`config.mk`:
```
export PLATFORM = sky130hd
export DESIGN_NAME = tt_sweep_ctrl
export DESIGN_NICKNAME = d
export VERILOG_FILES = /design/src/rtl/tt_sweep_ctrl.sv
export SDC_FILE = /design/constraint.sdc
export NUM_CORES = 1
export LEC_CHECK = 0
export CORE_AREA = 2 2 112 114
export CTS_BUF_LIST = sky130_fd_sc_hd__clkbuf_16
export DETAILED_ROUTE_END_ITERATION = 8
export DIE_AREA = 0 0 114 116
export SLEW_MARGIN = 20
export SYNTH_ARGS = -nofsm -noshare
export SYNTH_HDL_FRONTEND = slang
export SYNTH_SLANG_ARGS = --single-unit
```
`constraint.sdc`:
```
create_clock -name clk -period 1.75 [get_ports clk]
set_input_delay 0.175 -clock clk [delete_from_list [all_inputs] [get_ports clk]]
set_output_delay 0.175 -clock clk [all_outputs]
set_load 0.01 [all_outputs]
```
`src/rtl/tt_sweep_ctrl.sv`:
```
// Truth-table sweep controller: steps a 4-input gate through all 16 input
// vectors, captures its response and compares it against a latched golden table.
module tt_sweep_ctrl #(
  parameter int SETTLE_CYCLES = 2
) (
  input  logic        clk,
  input  logic        rst_n,
  input  logic        start,
  input  logic        abort,
  input  logic [15:0] expected_tt,
  output logic [3:0]  dut_in,
  input  logic        dut_out,
  output logic        busy,
  output logic        done,
  output logic        pass,
  output logic [15:0] captured_tt,
  output logic [15:0] mismatch_mask
);

  typedef enum logic [1:0] {
    IDLE   = 2'd0,
    SETTLE = 2'd1,
    SAMPLE = 2'd2,
    DONE   = 2'd3
  } state_t;

  localparam logic [3:0] SETTLE_LD = 4'(SETTLE_CYCLES);
  // With no settle time each vector goes straight to its sample cycle.
  localparam state_t FIRST_ST = (SETTLE_CYCLES == 0) ? SAMPLE : SETTLE;

  state_t      r_state;
  state_t      w_state_nxt;
  logic [3:0]  r_index;
  logic [3:0]  r_cnt;
  logic [15:0] r_exp;
  logic [15:0] r_cap;
  logic [15:0] r_mask;
  logic        r_pass;
  logic        w_accept;

  assign w_accept = (r_state == IDLE) && start && !abort;

  always_ff @(posedge clk or negedge rst_n) begin
    if (!rst_n) r_state <= IDLE;
    // NOTE: non-blocking assignments so every register samples pre-edge values together.
    else        r_state <= w_state_nxt;
  end

  always_comb begin
    // NOTE: default assigned first so no path leaves the next state unassigned (no latch).
    w_state_nxt = r_state;
    case (r_state)
      IDLE:    if (w_accept) w_state_nxt = FIRST_ST;
      SETTLE: begin
        if (abort)              w_state_nxt = IDLE;
        else if (r_cnt <= 4'd1) w_state_nxt = SAMPLE;
      end
      SAMPLE: begin
        if (abort)                 w_state_nxt = IDLE;
        else if (r_index == 4'hF)  w_state_nxt = DONE;
        else                       w_state_nxt = FIRST_ST;
      end
      DONE:    w_state_nxt = IDLE;
      default: w_state_nxt = IDLE;
    endcase
  end

  always_ff @(posedge clk or negedge rst_n) begin
    if (!rst_n) begin
      r_index <= 4'd0;
      r_cnt   <= 4'd0;
      r_exp   <= 16'h0000;
      r_cap   <= 16'h0000;
      r_mask  <= 16'h0000;
      r_pass  <= 1'b0;
    end else begin
      case (r_state)
        IDLE: begin
          if (w_accept) begin
            r_exp   <= expected_tt;
            r_cap   <= 16'h0000;
            r_index <= 4'd0;
            r_cnt   <= SETTLE_LD;
            r_pass  <= 1'b0;
          end
        end
        SETTLE: begin
          if (!abort && r_cnt != 4'd0) r_cnt <= r_cnt - 4'd1;
        end
        SAMPLE: begin
          if (!abort) begin
            r_cap[r_index] <= dut_out;
            // Index saturates at 15 so dut_in never wraps back to vector 0.
            if (r_index != 4'hF) begin
              r_index <= r_index + 4'd1;
              r_cnt   <= SETTLE_LD;
            end
          end
        end
        DONE: begin
          r_pass <= (r_cap == r_exp);
          r_mask <= r_cap ^ r_exp;
        end
        default: ;
      endcase
    end
  end

  assign dut_in        = r_index;
  assign busy          = (r_state == SETTLE) || (r_state == SAMPLE);
  assign done          = (r_state == DONE);
  assign pass          = r_pass;
  assign captured_tt   = r_cap;
  assign mismatch_mask = r_mask;

endmodule
```
==> impl_metrics.tcl, run 1 <==
set metrics [dict create \
    wirelength_mm 7.972 \
    async_flop_share_pct 100.0 \
    peakVddDrop_mv 0.5482 \
    cts_tree "built" \
    outcome "completed" \
    synth-seq-area-share_pct 49.89 \
    grt_max_degree 60 \
    hpwl_mm 5.547 \
    synthDistinctLibCells 43 \
    final_max_slew_viol_count 0 \
    grt_pass1_wl_mm 12.82 \
    initial_utilization_pct 24.84 \
    netlist_instances 274 \
    cap_violations 0 \
    avgViaCountPerCell 4.697 \
    final.setup_skew_ns 0.007514 \
    max_freq_mhz 583.9 \
    setup_violations 0 \
    met3_usage_pct 3.923 \
    vias 2433 \
    netlist.area_leader.share_pct 49.89 \
    chipHeight_um 116 \
    syn_area_per_cell_sq_um 10.80 \
    worst_hold_path_type "in2async" \
    fin_area_sq_um 4330 \
    end_kind "flop" \
    tightestPinTransition_ns 0.4384 \
    dpl_cell_area_sq_um 3916 \
    grtUsageMet1_pct 15.82 \
    fin_nets 398 \
    gr-total-overflow 0 \
    synth.largest_area_cell "dfrtp_1" \
    crit_type "reg2reg" \
    synth-seq-cells 59 \
    pin_count 60 \
    arrival_ns 1.96 \
    setup_ws_ns 0.03733 \
    final-seq-area_sq_um 1476 \
    multi_input_area_sq_um 1440 \
    synth_flop_cell "dfrtp_1" \
    cts_root_buf "clkbuf_16" \
    antennaDiodeCount 0 \
    port_buffers 59 \
    gp_congestion 0.8385 \
    clockBufferDepth 2 \
    synth_area_sq_um 2959 \
    grt_util_all_layers_pct 12.55 \
    path_clk_slew_ns 0.05 \
    p_leak_nw 1.937 \
    yosysWarnings 0 \
    cts.sinks 59 \
    dieWidth_um 114 \
    place_ws_ns -0.01596 \
    fin_crit_ns 1.713 \
    use_met2_pct 19.88 \
    grt_pass1_vias 2495 \
    fillers 1169 \
    crit_path_max_fanout 5 \
    synthesis.nets 306 \
    antenna_left 0 \
    top_usage_layer "met2" \
    slew_headroom_pct 70.71 \
    layout-drive-gt1-share_pct 24.53 \
    row_count 40 \
    areaGrowthSynthToFinish_pct 46.34 \
    die_area_sq_um 13220 \
    coreArea_sq_um 11910 \
    finalHoldViolations 0 \
    insertion_delay_ns 0.33 \
    drt_iter0_markers 138 \
    power-per-cell-area_nw_per_um2 1511 \
    fin_crit_sh_pct 97.87 \
    antenna_found_initial 0 \
    synth_edf_count 0 \
    ctsHtreeMaxLevel 3 \
    cp.required_ns 2.00 \
    rsz0062_at_grt "yes" \
    ys_top_cells_by_area "dfrtp_1, mux2_2, ha_1" \
    cts-buffers-inserted 9 \
    drc 0 \
    firstDrtPassIters 4 \
    wl_per_cell_um 15.39 \
    cp-start-kind "flop" \
]
[path summary, 6_finish.rpt]
check / slack [ns] / startpoint / cells after the start / endpoint
hold reg to reg: 0.48 / mismatch_mask[15] / 1 / mismatch_mask[15]
setup reg to reg: 0.04 / r_state[1] / 6 / r_cnt[0]
min in group clk: 0.45 / expected_tt[0] / 2 / r_exp[0]
max in group asynchronous: 1.09 / rst_n / 3 / mismatch_mask[15]
hold / removal: 0.39 / rst_n / 3 / r_exp[8]
setup / recovery: 0.04 / r_state[1] / 6 / r_cnt[0]
[critical path, stage by stage (launching register included)]
cell and delay (ns):
dfrtp_1 0.41, buf_6 0.14, ha_4 0.17, o21ai_2 0.15
nand4b_1 0.18, or4_1 0.51, o21ai_0 0.08
[cells by family (layout without fill, tap and decap cells)]
family          count (synthesis)  count (layout)  share of synthesized area, %
mux                            40              40                         14.71
xor+xnor                       16              16                         4.736
fa+ha+maj                      11              11                         4.651
compound gates                 49              49                         9.768
simple gates                   76              76                         12.98
buf+inv                        23             120                         3.256
flops                          59              59                         49.89
[layout by cell type (no fill, tap or decap), drive strengths merged, types with 2 or more instances in the layout]
cell and instances:
dfrtp 59, clkdlybuf4s50 57, buf 35, nand2 33
mux2 28, o21ai 18, a21oi 17, mux2i 12
xor2 12, inv 12, ha 11, clkbuf 9
nor2 8, nand4 7, nand3 7, xnor2 4
nand2b 3, nor4 3, clkinv 3, nor2b 2
or3 2, or4 2, a22o 2, o31ai 2
nor3 2, a21o 2, bufinv 2, or2 2
[report_power, final]
| part | switching [mW] | internal [mW] |
|---|---|---|
| Clock | 0.616 | 1.23 |
| Sequential | 0.304 | 1.82 |
| Combinational | 1.20 | 1.38 |
[cell type report]
| cell class | count | share of cell area, % |
|---|---|---|
| Clock buffer | 9 | 5.201 |
| Clock inverter | 7 | 1.965 |
| Inverter | 10 | 0.8668 |
| Multi-Input combinational cell | 192 | 33.26 |
| Sequential cell | 59 | 34.09 |
| Tap cell | 147 | 4.247 |
| Timing Repair Buffer | 94 | 20.37 |
[timing repair]
action	4_1_cts	5_1_grt
setup buffers	1	4
hold buffers	1	0
resized for setup	4	13
endpoints found under the hold margin	59	0
setup endpoints to repair	8	20
pin swaps	0	3
[Yosys cell counts (2+ instances only)]
cell type,instances
clkbuf_1,5
nand4_1,7
xnor2_1,4
o21ai_1,3
or3_1,2
o21ai_0,15
nor2b_1,2
ha_1,11
mux2_2,28
nand3_1,6
xor2_1,12
mux2i_1,12
buf_1,2
buf_2,5
o31ai_1,2
nor2_1,8
nor4_1,3
inv_1,10
nand2_1,33
or4_1,2
nor3_1,2
a22o_1,2
a21o_1,2
a21oi_1,17
nand2b_1,3
dfrtp_1,59
[flip-flops by register name, indices dropped and copies added (netlist names)]
name and count:
r_cnt 4, captured_tt 16, mismatch_mask 16, pass 1
r_state 2, dut_in 4, r_exp 16
[per-stage QoR]
step / setup TNS (ns) / hold slack (ns) / power, mW / instances / util, %
final: 0 / 0.3855 / 6.544 / 518 / 36.36
after global placement: 0 / 0.2111 / 4.479 / 496 / 32.88
after floorplan: 0 / -0.1206 / 3.433 / 274 / -
after CTS: -0.005261 / 0.3892 / 6.453 / 514 / 35.68
after global routing: -0.1352 / 0.4343 / 6.928 / 518 / 36.36
after detailed placement: -0.03331 / 0.2110 / 4.552 / 496 / 32.88
[metal layers]
| layer | vias to the layer above | wire [um] |
|---|---|---|
| li1 | 1151 | - |
| met3 | 16 | 393 |
| met4 | 0 | 174 |
| met5 | - | 0 |
| met2 | 63 | 3756 |
| met1 | 1203 | 3647 |
(Power assumes the default switching activity.)
==> inputs of run 2 (changes only) <==
- CORE_AREA: 2 2 112 114 -> 2 2 84 86
- DIE_AREA: 0 0 114 116 -> 0 0 86 88
- PLACE_DENSITY: unset -> 0.74
==> run 2 against run 1 <==
Net effect: first-iteration DRC count is 44% higher; highest routed layer unchanged; clock power hardly changed; largest power group unchanged; sequential cell count stayed put; setup slack better by 0.0013 ns; non-clock buffer count is 8 lower; final cell count is 15% lower.
==> impl_metrics.tcl, run 2 (synthesized netlist as in run 1, its figures left out) <==
set metrics [dict create \
    wirelength_mm 7.196 \
    initial_utilization_pct 44.54 \
    arrival_ns 1.92 \
    swShare_pct 31.92 \
    cp.required_ns 1.96 \
    row_count 30 \
    multi_input_area_sq_um 1454 \
    power_frac_comb_pct 39.2 \
    finalHoldViolations 0 \
    clock_power_share_pct 28.2 \
    p_seq_share_pct 32.7 \
    startpoint "r_state[1]" \
    fin_crit_ns 1.711 \
    hpwl_mm 4.910 \
    cp-start-kind "flop" \
    finish.utilization_pct 63.18 \
    final-seq-area_sq_um 1478 \
    ctsHtreeMaxLevel 3 \
    crit_type "reg2reg" \
    avgViaCountPerCell 5.430 \
    gr-total-overflow 0 \
    antenna_left 0 \
    final_max_slew_viol_count 0 \
    drt_iter0_markers 199 \
    rsz0062_at_grt "yes" \
    most-common-layout-cells "dfrtp_1, clkdlybuf4s50_1, nand2_1, mux2_2, buf_4" \
    tns_ns 0 \
    areaGrowthSynthToFinish_pct 41.86 \
    die_area_sq_um 7568 \
    grt_pass1_vias 2420 \
    max_freq_mhz 584.3 \
    r2r_start "r_state[1]" \
    grt_max_degree 60 \
    fin_area_sq_um 4198 \
    finalPower_mw 6.495 \
    layout_commonest_cell "dfrtp_1" \
    fillers 538 \
    cts_tree "built" \
    cts.sinks 59 \
    setup_violations 0 \
    coreArea_sq_um 6644 \
    layout-drive-gt1-share_pct 24.03 \
    pin_count 60 \
    antenna_found_initial 0 \
    fin_nets 390 \
    dieWidth_um 86 \
    dpl_cell_area_sq_um 3765 \
    worst_hold_path_type "in2async" \
    drc 0 \
    cts-buffers-inserted 9 \
    slew_headroom_pct 70.34 \
    crit_path_max_fanout 13 \
    outcome "completed" \
    chipHeight_um 88 \
    gp_congestion 0.7965 \
    p_leak_nw 1.904 \
    wl_per_cell_um 16.28 \
    clockBufferDepth 2 \
    cts_root_buf "clkbuf_16" \
    firstDrtPassIters 4 \
    port_buffers 59 \
    cap_violations 0 \
    cell_internal_pwr_mw 4.422 \
    peakVddDrop_mv 0.9065 \
    power-per-cell-area_nw_per_um2 1547 \
    final.setup_skew_ns 0.003786 \
    setup_ws_ns 0.03859 \
    grt_pass1_wl_mm 11.54 \
    tightestPinTransition_ns 0.4441 \
    vias 2400 \
    path_clk_slew_ns 0.05 \
    antennaDiodeCount 0 \
    place_ws_ns -0.01375 \
    grt_util_all_layers_pct 19.90 \
    insertion_delay_ns 0.32 \
    fin_crit_sh_pct 97.79 \
    end_kind "flop" \
    p_sw_mw 2.073 \
]
[run 2: critical path, cell delays in order, from the launching register on]
cell and delay, ns:
dfrtp_1 0.38, inv_1 0.15, ha_4 0.19, mux2i_2 0.26, buf_4 0.16, nor3b_2 0.04
buf_6 0.14, buf_4 0.14, nand4_1 0.08, nand2_1 0.05
[run 2: repair_timing]
action | 4_1_cts | 5_1_grt
endpoints found under the setup margin | 6 | 21
setup buffers | 1 | 5
gates resized for setup | 4 | 16
endpoints found under the hold margin | 59 | 0
pin swaps | 0 | 6
hold buffers | 1 | 0
[run 2: path summary, 6_finish.rpt]
check	slack (ns)	depth (start not counted)	end
max reg2reg	0.04	9	captured_tt[10]
min in group clk	0.46	2	r_exp[2]
max in group asynchronous	1.09	3	dut_in[2]
max	0.04	9	captured_tt[10]
min reg2reg	0.50	1	mismatch_mask[15]
min	0.39	3	mismatch_mask[9]
[run 2: per-stage QoR]
step / hold WS (ns) / std cells
2_1_floorplan: -0.1206 / 274
3_3_place_gp: 0.2054 / 420
3_5_place_dp: 0.2065 / 420
4_1_cts: 0.3953 / 437
5_1_grt: 0.4144 / 442
6_report: 0.3856 / 442
[run 2: cell type report]
cell class	count	area share [%]
Timing Repair Buffer	86	19.55
Tap cell	80	2.384
Clock inverter	6	1.967
Inverter	10	0.8942
Sequential cell	59	35.20
Clock buffer	9	5.365
Multi-Input combinational cell	192	34.63
[run 2: power groups by stage]
stage	Clock, mW	Combinational, mW	Sequential, mW
2_1_floorplan	0	1.24	2.19
6_report	1.83	2.55	2.12
3_3_place_gp	0	2.28	2.12
3_5_place_dp	0	2.36	2.13
4_1_cts	1.85	2.39	2.11
5_1_grt	1.94	2.76	2.17
[run 2: layer usage]
| metal | GRT usage, % | part of all wire [%] | vias up |
|---|---|---|---|
| met4 | 9.091 | 2.0 | 0 |
| met1 | 26.11 | 44 | 1181 |
| met2 | 31.08 | 49 | 74 |
| met5 | 0 | 0 | - |
| li1 | - | - | 1130 |
| met3 | 5.184 | 4.8 | 15 |
